[src/rtl/div_pkg.sv]
// div_pkg: shared types and constants for the execute-stage divider.
//   div_state_e     - divider FSM states
//   DIV_ITERS       - restoring iterations per full-width divide
//   CNT_W           - width of the iteration counter
//   DIV_ZERO_RESULT - {HI,LO} value loaded for divide-by-zero / zero dividend
package div_pkg;

  typedef enum logic [1:0] {
    StIdle,
    StBusy,
    StDone
  } div_state_e;

  localparam int unsigned DIV_ITERS = 32;
  localparam int unsigned CNT_W = 5;
  localparam logic [63:0] DIV_ZERO_RESULT = 64'h0;

endpackage

[src/rtl/clz32.sv]
// clz32: combinational leading-zero counter.
// Ports:
//   a_i     - 32-bit input word
//   count_o - number of leading zeros, 0..32 (32 when a_i == 0)
module clz32 (
  input  logic [31:0] a_i,
  output logic [5:0]  count_o
);

  // Scanning upward lets the highest set bit be the last (winning) assignment.
  always_comb begin
    count_o = 6'd32;
    for (int i = 0; i < 32; i++) begin
      if (a_i[i]) begin
        count_o = 6'(31 - i);
      end
    end
  end

endmodule

[src/rtl/div_unit.sv]
// div_unit: multi-cycle radix-2 restoring divider for DIV / DIVU in the E stage.
// Works on operand magnitudes, then applies sign correction on entry to DONE.
// Ports:
//   clk, rst   - pipeline clock, synchronous active-high reset
//   start_i    - DIV/DIVU present in E (held while it sits there)
//   signed_i   - 1 = DIV (two's complement), 0 = DIVU
//   a_i, b_i   - dividend / divisor, sampled only when an operation starts
//   annul_i    - E-stage flush; abandons the current operation
//   stall_o    - stall_divE to the hazard unit (combinational)
//   ready_o    - result valid this cycle
//   result_o   - {HI = remainder, LO = quotient}, held until the next load
// Build option: define DIV_EARLY_OUT_EN to skip leading-zero dividend bits
// (BUSY lasts 32 - clz(|a|) cycles). Results are identical either way.
module div_unit
  import div_pkg::*;
#(
  parameter int unsigned DATA_W = 32
) (
  input  logic                clk,
  input  logic                rst,
  input  logic                start_i,
  input  logic                signed_i,
  input  logic [DATA_W-1:0]   a_i,
  input  logic [DATA_W-1:0]   b_i,
  input  logic                annul_i,
  output logic                stall_o,
  output logic                ready_o,
  output logic [2*DATA_W-1:0] result_o
);

  localparam logic [CNT_W-1:0] CntLast = CNT_W'(DIV_ITERS - 1);

  div_state_e          state_q, state_d;
  logic [CNT_W-1:0]    cnt_q, cnt_d;
  logic [DATA_W-1:0]   rem_q, rem_d;
  // Dividend shifts out of the top while quotient bits shift in at the bottom.
  logic [DATA_W-1:0]   dvd_q, dvd_d;
  logic [DATA_W-1:0]   dsr_q, dsr_d;
  logic                sgn_q, sgn_d;
  logic                sa_q, sa_d;
  logic                sb_q, sb_d;
  logic [2*DATA_W-1:0] result_q, result_d;

  // Operand magnitudes (raw for DIVU).
  logic                a_neg, b_neg;
  logic [DATA_W-1:0]   abs_a, abs_b;
  logic                b_zero;

  assign a_neg  = signed_i & a_i[DATA_W-1];
  assign b_neg  = signed_i & b_i[DATA_W-1];
  assign abs_a  = a_neg ? -a_i : a_i;
  assign abs_b  = b_neg ? -b_i : b_i;
  assign b_zero = (b_i == '0);

  // Start-up values for the iteration, with or without early-out.
  logic [DATA_W-1:0]   dvd_init;
  logic [CNT_W-1:0]    cnt_init;
  logic                skip_busy;

`ifdef DIV_EARLY_OUT_EN
  logic [5:0] lz;

  clz32 u_clz32 (
    .a_i     (abs_a),
    .count_o (lz)
  );

  // Leading zero bits would only produce zero quotient bits; pre-shift them out.
  assign dvd_init  = abs_a << lz[4:0];
  assign cnt_init  = lz[4:0];
  assign skip_busy = b_zero | lz[5];
`else
  assign dvd_init  = abs_a;
  assign cnt_init  = '0;
  assign skip_busy = b_zero;
`endif

  // One restoring step. The shifted remainder needs DATA_W+1 bits: with an
  // unsigned divisor above 2^(DATA_W-1) the partial remainder can exceed it.
  logic [DATA_W:0]     rem_sh;
  logic [DATA_W:0]     rem_diff;
  logic                q_bit;
  logic [DATA_W-1:0]   rem_next;
  logic [DATA_W-1:0]   quo_next;
  logic [DATA_W-1:0]   quo_fix;
  logic [DATA_W-1:0]   rem_fix;

  assign rem_sh   = {rem_q, dvd_q[DATA_W-1]};
  assign rem_diff = rem_sh - {1'b0, dsr_q};
  assign q_bit    = (rem_sh >= {1'b0, dsr_q});
  assign rem_next = q_bit ? rem_diff[DATA_W-1:0] : rem_sh[DATA_W-1:0];
  assign quo_next = {dvd_q[DATA_W-2:0], q_bit};

  // Wrap-around negation: MIN / -1 yields MIN with zero remainder.
  assign quo_fix = (sgn_q && (sa_q ^ sb_q)) ? -quo_next : quo_next;
  assign rem_fix = (sgn_q && sa_q) ? -rem_next : rem_next;

  always_comb begin
    state_d  = state_q;
    cnt_d    = cnt_q;
    rem_d    = rem_q;
    dvd_d    = dvd_q;
    dsr_d    = dsr_q;
    sgn_d    = sgn_q;
    sa_d     = sa_q;
    sb_d     = sb_q;
    result_d = result_q;

    if (annul_i) begin
      state_d = StIdle;
    end else begin
      unique case (state_q)
        StIdle: begin
          if (start_i) begin
            sgn_d = signed_i;
            sa_d  = a_neg;
            sb_d  = b_neg;
            dsr_d = abs_b;
            dvd_d = dvd_init;
            rem_d = '0;
            cnt_d = cnt_init;
            if (skip_busy) begin
              state_d  = StDone;
              result_d = (2*DATA_W)'(DIV_ZERO_RESULT);
            end else begin
              state_d = StBusy;
            end
          end
        end
        StBusy: begin
          rem_d = rem_next;
          dvd_d = quo_next;
          cnt_d = cnt_q + CNT_W'(1);
          if (cnt_q == CntLast) begin
            state_d  = StDone;
            result_d = {rem_fix, quo_fix};
          end
        end
        StDone: begin
          state_d = StIdle;
        end
        default: begin
          state_d = StIdle;
        end
      endcase
    end
  end

  always_ff @(posedge clk) begin
    if (rst) begin
      state_q  <= StIdle;
      cnt_q    <= '0;
      rem_q    <= '0;
      dvd_q    <= '0;
      dsr_q    <= '0;
      sgn_q    <= 1'b0;
      sa_q     <= 1'b0;
      sb_q     <= 1'b0;
      result_q <= '0;
    end else begin
      state_q  <= state_d;
      cnt_q    <= cnt_d;
      rem_q    <= rem_d;
      dvd_q    <= dvd_d;
      dsr_q    <= dsr_d;
      sgn_q    <= sgn_d;
      sa_q     <= sa_d;
      sb_q     <= sb_d;
      result_q <= result_d;
    end
  end

  // Combinational so the stall is already up in the cycle the divide enters E.
  assign stall_o  = start_i & ~annul_i & (state_q != StDone);
  assign ready_o  = (state_q == StDone);
  assign result_o = result_q;

endmodule

[config.mk]
export PLATFORM = sky130hd
export DESIGN_NAME = div_unit
export DESIGN_NICKNAME = d
export VERILOG_FILES = /design/src/rtl/div_pkg.sv /design/src/rtl/clz32.sv /design/src/rtl/div_unit.sv
export SDC_FILE = /design/constraint.sdc
export NUM_CORES = 1
export LEC_CHECK = 0
export CELL_PAD_IN_SITES_DETAIL_PLACEMENT = 1
export CELL_PAD_IN_SITES_GLOBAL_PLACEMENT = 1
export CORE_MARGIN = 2
export CORE_UTILIZATION = 40
export DETAILED_ROUTE_END_ITERATION = 7
export GPL_ROUTABILITY_DRIVEN = 0
export PLACE_DENSITY = 0.83
export SLEW_MARGIN = 5
export SYNTH_ARGS = -nofsm -noshare
export SYNTH_HDL_FRONTEND = slang
export SYNTH_SLANG_ARGS = --single-unit
[constraint.sdc]
create_clock -name clk -period 13.45 [get_ports clk]
set_input_delay 1.345 -clock clk [delete_from_list [all_inputs] [get_ports clk]]
set_output_delay 1.345 -clock clk [all_outputs]
set_load 0.02 [all_outputs]
# After elaboration in Yosys (flattened, before gate mapping)
# Index checks and enable logic that the tools add are counted.
[totals] ff_bits=170 latch_bits=0 ram_bits=0 mem_bits_ro=0 input_bits=69 mem_count=0
[op_classes] n_addsub=6 multipliers=0 n_div=0 magnitude_cmp=1 n_eq_ne=7 shift=0 n_mux=19 n_bitwise=6 n_reduce_logical=10
[op_table] op="2-to-1 mux 32 bit" count=7
[op_table] op="2-to-1 mux 64 bit" count=3
[op_table] op="negator 32 bit" count=4
[op_table] op="case mux 32 bit (2 select lines)" count=2
[op_table] op="case mux 64 bit (2 select lines)" count=1
[op_table] op=">= comparator 33 x 32 -> 1 bit" count=1
[op_table] op="zero test 32 bit" count=1
[op_table] op="subtractor 32 bit" count=1
[op_table] op="case mux 5 bit (2 select lines)" count=1
[op_table] op="inequality test 2 bit (second input constant)" count=4
[op_table] op="2-to-1 mux 2 bit" count=3
[op_table] op="AND reduction 3 bit" count=2
[op_table] op="adder 5 x 1 -> 5 bit (second input constant)" count=1
[op_table] op="equality test 5 bit (second input constant)" count=1
[op_table] op="2-to-1 mux 5 bit" count=1
[op_table] op="AND reduction 5 bit" count=1
[op_table] op="bitwise AND 1 bit" count=4
[op_table] op="case mux 2 bit (2 select lines)" count=1
[op_table] op="equality test 2 x 1 -> 1 bit (second input constant)" count=1
[op_table] op="equality test 2 bit (second input constant)" count=1
[op_table] op="logical AND 1 bit" count=2
[op_table] op="zero test 2 bit" count=1
[op_table] op="AND reduction 2 bit" count=1
[op_table] op="nonzero test 2 bit" count=1
[op_table] op="other kinds (3)" count=3

# Logic depth before layout (Yosys ltp)
# Gate-level depths: netlist of run 1.
[depth] word_depth=6 ltp_mapped=23 depth_no_buf=19

# Worst setup path before layout of run 1
# No wires, ideal clock.
[synth_path] path_type="reg2reg" from="reg rem_q[8]" to="reg result_q[62] (netlist: result_o[62])" setup_time_ns=0.125 arrival_time_ns=5.188 required_time_ns=13.325 slack_ns=8.137 path_stages_with_launch=22 path_buffers=4 period_less_slack_ns=5.313 cell_sequence="dfxtp_1 -> ha_1 -> buf_4 -> nand4_1 -> or2_0 -> a211oi_2 -> o21ai_2 -> a311oi_4 -> or2_2 -> buf_2 -> buf_2 -> buf_1 -> mux2i_1 -> ha_1 -> o2111ai_1 -> or4_1 -> or4_1 -> a211o_1 -> or3b_4 -> o21a_1 -> xnor2_1 -> o21ai_1"
[synth_via] elab_chain_len=6 word_cells_on_any_way=7 classes_between="2 x add/sub; 1 x order compare; 4 x mux"
[synth_rtl] item="start, declared" line="div_unit.sv:35" source="logic [DATA_W-1:0] rem_q, rem_d;"
[synth_rtl] item="start signal, assigned" line="div_unit.sv:163" source="rem_q <= rem_d;"
[synth_rtl] item="subtractor 32 bit / >= comparator 33 x 32 -> 1 bit (equally long branches)" line="div_unit.sv:89, div_unit.sv:90"
[synth_rtl] item="2-to-1 mux 32 bit *" line="div_unit.sv:91" source="assign rem_next = q_bit ? rem_diff[DATA_W-1:0] : rem_sh[DATA_W-1:0];"
[synth_rtl] item="negator 32 bit" line="div_unit.sv:96" source="assign rem_fix = (sgn_q && sa_q) ? -rem_next : rem_next;"
[synth_rtl] item="2-to-1 mux 32 bit *" line="div_unit.sv:96"
[synth_rtl] item="2-to-1 mux 64 bit *" line="div_unit.sv:134" source="if (cnt_q == CntLast) begin"
[synth_rtl] item="case mux 64 bit (2 select lines) *" line="div_unit.sv:112" source="unique case (state_q)"
[synth_rtl] item="end signal, assigned" line="div_unit.sv:169" source="result_q <= result_d;"
[synth_rtl] item="end, declared" line="div_unit.sv:42" source="logic [2*DATA_W-1:0] result_q, result_d;"
# Every way passes the cells marked *; elsewhere a longest branch is shown, timed or not. The select of a mux whose other input is x is not followed.
# A chain may end at the register's enable or synchronous reset.

# Worst setup path after layout of run 1
[layout_path] from="reg dsr_q[4]" to="reg result_q[62] (netlist: result_o[62])"
[layout_via] elab_chain_len=6 word_cells_on_any_way=7 classes_between="2 x add/sub; 1 x order compare; 4 x mux"
[layout_rtl] item="start, declared" line="div_unit.sv:38" source="logic [DATA_W-1:0] dsr_q, dsr_d;"
[layout_rtl] item="start signal, assigned" line="div_unit.sv:165" source="dsr_q <= dsr_d;"
[layout_rtl] item="subtractor 32 bit / >= comparator 33 x 32 -> 1 bit (equally long branches)" line="div_unit.sv:89, div_unit.sv:90"
[layout_rtl] item="2-to-1 mux 32 bit *" line="div_unit.sv:91"
[layout_rtl] item="negator 32 bit" line="div_unit.sv:96"
[layout_rtl] item="2-to-1 mux 32 bit *" line="div_unit.sv:96"
[layout_rtl] item="2-to-1 mux 64 bit *" line="div_unit.sv:134"
[layout_rtl] item="case mux 64 bit (2 select lines) *" line="div_unit.sv:112"
# Marks and branches as above.

==> results of run 1 <==
## worst max path at each step
stage,start,to,slack (ps),depth (start not counted)
final,dsr_q[4],result_o[62],7340,18
after global routing,rem_q[0],result_o[26],7010,20
after CTS,dsr_q[4],result_o[62],7440,18
after detailed placement,rem_q[6],result_o[62],7580,17
after global placement,rem_q[6],result_o[62],7930,18
after floorplan,rem_q[8],result_o[62],8140,21
## metrics by stage
step	util	instance area [um2]	hold WS [ps]
final	0.477	13600	458
after global routing	0.477	13600	480
after CTS	0.477	13600	460
after detailed placement	0.456	13000	447
after global placement	0.456	13000	438
after floorplan	-	11500	432
## cell usage after synthesis (all sizes together) (15+ instances only)
| cell type | instances |
|---|---|
| a211oi | 57 |
| a21oi | 159 |
| a22oi | 37 |
| a31oi | 17 |
| buf | 21 |
| clkbuf | 81 |
| dfxtp | 170 |
| ha | 38 |
| inv | 54 |
| nand2 | 171 |
| nand3 | 16 |
| nand4 | 17 |
| nor2 | 257 |
| nor3 | 53 |
| nor4 | 26 |
| o21ai | 103 |
| o31ai | 15 |
| or3 | 16 |
| xnor2 | 76 |
| xor2 | 66 |
## kinds of logic after synthesis
family / Yosys count / synth area share
multiplexers: 7 / 0.00632
buffers and inverters: 156 / 0.0547
flip-flops: 170 / 0.296
XOR/XNOR: 142 / 0.108
adder cells (fa/ha/maj): 39 / 0.0432
AND/OR/NAND/NOR: 618 / 0.240
AO/OA/AOI/OAI: 458 / 0.251
## registers in the layout, indices dropped and copies added (netlist names)
name and flops:
state_q 2, cnt_q 5, sa_q 1, dsr_q 32
dvd_q 32, sb_q 1, result_o 64, rem_q 32
sgn_q 1
## final cells by class
| type | count | area, um2 |
|---|---|---|
| fill | 3606 | 14900 |
| multi-input combinational | 1264 | 7490 |
| sequential | 170 | 3400 |
| timing repair buffer | 143 | 1410 |
| tap | 384 | 480 |
| clock buffer | 18 | 439 |
| inverter | 54 | 203 |
| clock inverter | 14 | 151 |
## cell usage in the layout (no fill, tap or decap), types with 5 or more instances in the layout
cell type / netlist / routed
nor2_1: 257 / 256
nand2_1: 171 / 171
dfxtp_1: 170 / 170
a21oi_1: 157 / 157
clkdlybuf4s50_1: 0 / 133
o21ai_0: 96 / 96
xnor2_1: 76 / 76
xor2_1: 66 / 66
a211oi_1: 56 / 56
inv_1: 54 / 54
nor3_1: 52 / 52
ha_1: 38 / 38
a22oi_1: 37 / 37
nor4_1: 26 / 26
nand4_1: 17 / 17
clkbuf_16: 0 / 17
nand3_1: 16 / 16
a31oi_1: 16 / 16
or3_1: 16 / 16
o31ai_1: 15 / 15
a311oi_1: 11 / 11
buf_4: 3 / 10
or4_1: 9 / 9
a21o_1: 8 / 8
nor2b_1: 9 / 8
and2_1: 8 / 8
o21a_1: 7 / 7
and3_1: 7 / 7
nand2b_1: 8 / 7
o41ai_1: 7 / 7
nor3b_1: 6 / 6
mux2i_1: 5 / 5
nand3b_1: 5 / 5
## power groups by stage
stage          Combinational [uW]  Sequential, uW  Clock [uW]
2_1_floorplan                 210             539           0
4_1_cts                       309             536         503
3_5_place_dp                  305             547           0
3_3_place_gp                  296             546           0
6_report                      314             536         501
5_1_grt                       343             538         528
## routing by layer
layer / part of all wire / up-vias / routed length [um] / track usage
li1: - / 5735 / - / -
met1: 0.46 / 5805 / 19000 / 0.366
met2: 0.46 / 336 / 18800 / 0.432
met3: 0.043 / 90 / 1780 / 0.0333
met4: 0.037 / 0 / 1530 / 0.112
met5: 0 / - / 0 / 0
## worst min-delay path: stages, from the launching register on
cell and delay (ps):
dfxtp_1 330, nand2_1 40, o21ai_0 50
==> metrics.txt, run 1 <==
DPL Wire Length 31000 um; CTS tree built; Pint 881 uW; minimum clock period 6110 ps; top cell type by total area after synthesis dfxtp_1; post-synthesis register bit count 170; core area 28500 um2; crit end category flip-flop; crit path DAT 6420 ps; Setup WS post-layout 7340 ps; worst r2r path cells 18; H-tree levels 4; GRT Util Overall 0.269; total wire length 41100 um; fraction of layout cells with a size suffix above 1 0.0409; final layout net count 1758; total iterations of the first detailed-routing run 5; # DRC 0; Synthesis Warnings 0; Area growth syn-to-layout 18.2%; post-synthesis cell type count 72; Worst VDD drop 0.0884 mV; full die area 30100 um2; placed cells between 2000 and 2500; vias in the first global route 12000; cells after synthesis 1590; Worst Clk Skew approximately 19 ps; Hold Crit Class flip-flop to flip-flop; 1st-iter DRT viols 1008; Clock Power Share 0.371; Final Max Tran Viols 0; Crit path required time ~14000 ps; number of flops mapped to enable cells by yosys 0; initial antenna violation count 0; largest net degree at the start of global routing 98; setup tns final 0 ps; drt wl/cell roughly 20 um; CP max stage cell o21ai_0; Clock Sinks 170; die width between 150 and 200 um; CTS clk-pin slew, worst paths 70 ps; syn avg cell area just over 7 um2; crit start category flip-flop; Final Non-Filler Cells 2047; chip height 173 um; Hold Violations, Final 0; CTS Buf Count 17; via count 12000; RSZ-0062 raised after global routing no; post-cts resize count 0; IO Pins 135; Port Buffers 134; synth top area cells dfxtp_1 (30%), nor2_1 (8.4%), a21oi_1 (6.8%), xnor2_1 (5.8%), nand2_1 (5.6%); Critical Path Fanout Max roughly 50; worst r2r src dsr_q[4]; fin crit share 0.455; Synth async-reset ratio 0; R2R setup slack 7340 ps; Max Clock Freq 164 MHz; Skew-Pair Late Insertion Delay roughly 460 ps; first-pass GRT wire length 65000 um; Post-synth top flop dfxtp_1; Core Rows 62; Leak 0.00495 uW; Bufs and invs on worst path 2; worst path cell trace inv_1 > ha_1 > nand4_1 > nor4_1 > a31oi_1 > o21ai_0 > or2_2 > buf_4 > mux2i_1 > ha_1 > o2111ai_1 > or4_1 > or4_1 > a211o_1 > or3b_4 > o21a_1 > xnor2_1 > o21ai_1; Sw Ratio 0.348; CP Class flip-flop to flip-flop; root buf cell clkbuf_16; post-CTS setup buffers 0; max-cap viol count 0; register area share after synthesis 0.296; sw power 470 uW; Starting Density 0.403; worst slack, placed 7580 ps; syn nets approximately 1700; Synth top area share 0.296; Post-CTS Hold Fix Bufs 0; Slew @ Worst Pin 1210 ps; hold path depth 2; hold path endpoint result_o[55]; Final setup viols 0; vias per std cell 5.85; antenna cells 0; mapped cell area 11500 um2; worst hold start result_o[55]; Power, Total 1350 uW; relative slew slack 0.193; Routed Antenna Nets 0; P per Cell Area 99.5 nW/um2; Comb pwr share 0.232; Critical R2R Capture result_o[62]; Worst path max stage delay slightly below 600 ps; sequential power share 0.397; cell family with most CP delay simple AND/OR/NAND/NOR gates; overflow left after global routing 0; status finished, final reports clean; CTS Buffer Depth 2
Power figures use the tool's default switching activity.
==> run 2: changes to the inputs <==
Settings changed: CORE_UTILIZATION 40 to 38, PLACE_DENSITY 0.83 to 0.82.
Clock period 13.45 ns to 5.5 ns, I/O delays scaled along.
==> run 2 against run 1 <==
Total power rose to 2.5 times the previous value. Fmax is 16% higher. Hold slack lost 1.0 ps. Sequential share of layout area is 0.33 points lower. Wire length increased by 0.96%. Critical path depth unchanged. Sequential cell count unchanged. Largest cell class unchanged. Largest power group unchanged. Highest routed layer unchanged.
==> metrics.txt, run 2 (synthesis gave the netlist of run 1 again) <==
max reg flops 64 (unchanged); relative slew slack 0.211 (+0.0179); leading cell type in the layout, fill and taps excluded nor2_1; total wire length 41500 um (+0.96%); fraction of layout cells with a size suffix above 1 0.0541 (+0.0132); crit path DAT 5600 ps (-820 ps); max-cap viol count 0 (unchanged); Leak 0.00507 uW (+2.4%); sequential power share 0.387 (-0.010); Port Buffers 134 (unchanged); hold path depth 2 (unchanged); Critical R2R Capture result_o[62]; Sw Ratio 0.345 (-0.00272); met3 wire len 1910 um (+7.3%); R2R setup slack 240 ps (-7090 ps); Hold Violations, Final 0 (unchanged); Pint 2210 uW (+150%); vias per std cell 5.85 (about the same); Layout fillers 3715 (+3.0%); Core Rows 63 (+1.6%); CTS Buffer Depth 2 (unchanged); full die area 31600 um2 (+5.1%); RSZ-0062 raised after global routing no; root buf cell clkbuf_16; Area growth syn-to-layout 19.9%; # DRC 0 (unchanged); setup tns final 0 ps (unchanged); Routed Antenna Nets 0 (unchanged); metal2 WL 19200 um (+1.9%); Crit path required time 5840 ps (-7920 ps); Worst VDD drop 0.216 mV (+140%); 1st-iter DRT viols 1009 (+0.099%); status finished, final reports clean; via count 12100 (+1.2%); wl on met1 19300 um (+1.2%); crit end category flip-flop; Clock Power Share 0.381 (+0.010); H-tree levels 4 (unchanged); Slew @ Worst Pin 1180 ps (-26.8 ps); worst r2r src dsr_q[1]; overflow left after global routing 0 (unchanged); Hold Crit Class flip-flop to flip-flop; IO Pins 135 (unchanged); CTS tree built; Starting Density 0.386 (-0.0169); first-pass GRT wire length 65300 um (+0.53%); Final Max Tran Viols 0 (unchanged); Comb pwr share 0.231 (about the same); Skew-Pair Late Insertion Delay 460 ps (about the same); Critical Path Fanout Max 5 (-90%); die width 178 um (+2.5%); worst r2r path cells 18 (unchanged); core area 29700 um2 (+4.4%); GRT Util Overall 0.262 (-0.00698); Post-CTS Hold Fix Bufs 0 (unchanged); worst slack, placed 169 ps (-7410 ps); drt wl/cell 20.0 um (-0.21%); chip height 178 um (+2.5%); hold path endpoint result_o[39]; Worst Clk Skew 16.4 ps (-2.36 ps); minimum clock period 5260 ps (-859 ps); final layout net count 1776 (+1.0%); Final setup viols 0 (unchanged); worst hold start result_o[39]; vias in the first global route 12200 (+1.5%); Power, Total 3380 uW (+150%); DPL Wire Length 31400 um (+1.3%); top sig layer met4; largest net degree at the start of global routing 84 (-14%); Setup WS post-layout 244 ps (-7090 ps); initial antenna violation count 0 (unchanged); area of the multi-input gates 7500 um2 (+0.17%); P per Cell Area 246 nW/um2 (+150%); CTS clk-pin slew, worst paths 80 ps (about the same); register area 3410 um2 (about the same); fin crit share 0.956 (+0.501); Clock Sinks 170 (unchanged); sw power 1170 uW (+150%); total iterations of the first detailed-routing run 5 (unchanged); crit start category flip-flop; CP Class flip-flop to flip-flop; worst hold margin 457 ps (-1.03 ps); CTS Buf Count 17 (unchanged); Max Clock Freq 190 MHz (+16%); antenna cells 0 (unchanged); most frequent cells in the layout nor2_1 (256), nand2_1 (171), dfxtp_1 (168), a21oi_1 (157), clkdlybuf4s50_1 (133)
[run 2: layout make-up]
type	count	share of cell area
repair buffers	161	0.113
flip-flops and latches	170	0.247
inverters	54	0.0147
clock inverters	14	0.0127
multi-input cells	1264	0.545
clock buffers	18	0.0319
well taps	390	0.0354
[run 2: power by group through the flow]
stage	clock (uW)	combinational, uW	sequential, uW
after floorplan	0	514	1320
after global placement	0	740	1330
after detailed placement	0	760	1340
after CTS	1300	769	1310
after global routing	1350	857	1310
final	1290	782	1310
[run 2: worst max-delay path, stage by stage, from the launching register on]
cell,delay [ps]
dfxtp_1,330
inv_1,70
ha_1,340
nor2b_1,220
o2111ai_2,220
a211oi_2,380
o21ai_2,140
a311oi_4,350
or2_2,270
mux2i_2,290
ha_1,280
o2111ai_1,140
or4_1,490
or4_1,450
a211o_1,360
or3b_4,410
o21a_1,190
xnor2_1,130
o21ai_1,70
[run 2: what timing repair did]
action	CTS	global route
resized for setup	0	5
hold endpoints to repair	0	0
setup endpoints to repair	0	3
buffers inserted	0	2
[run 2: worst max path at each step]
stage          startpoint      endpoint  slack (ps)  depth (start not counted)
5_1_grt          rem_q[2]  result_o[62]         0.6                         18
4_1_cts          dsr_q[8]  result_o[62]         120                         18
3_3_place_gp     rem_q[7]  result_o[62]         330                         17
6_report         dsr_q[1]  result_o[62]         240                         18
3_5_place_dp     rem_q[7]  result_o[62]         170                         17
2_1_floorplan    rem_q[8]  result_o[62]         190                         21
[run 2: layer usage]
metal | track usage | up-vias
met5 | 0 | -
met4 | 0.0905 | 0
met3 | 0.0368 | 78
met2 | 0.427 | 340
met1 | 0.354 | 5915
li1 | - | 5772
[run 2: through the flow]
stage,util,instance area (um2),instances
floorplan,-,11500,1590
global placement,0.442,13100,2037
detailed placement,0.442,13100,2037
CTS,0.462,13700,2069
global route,0.463,13800,2071
finish,0.463,13800,2071
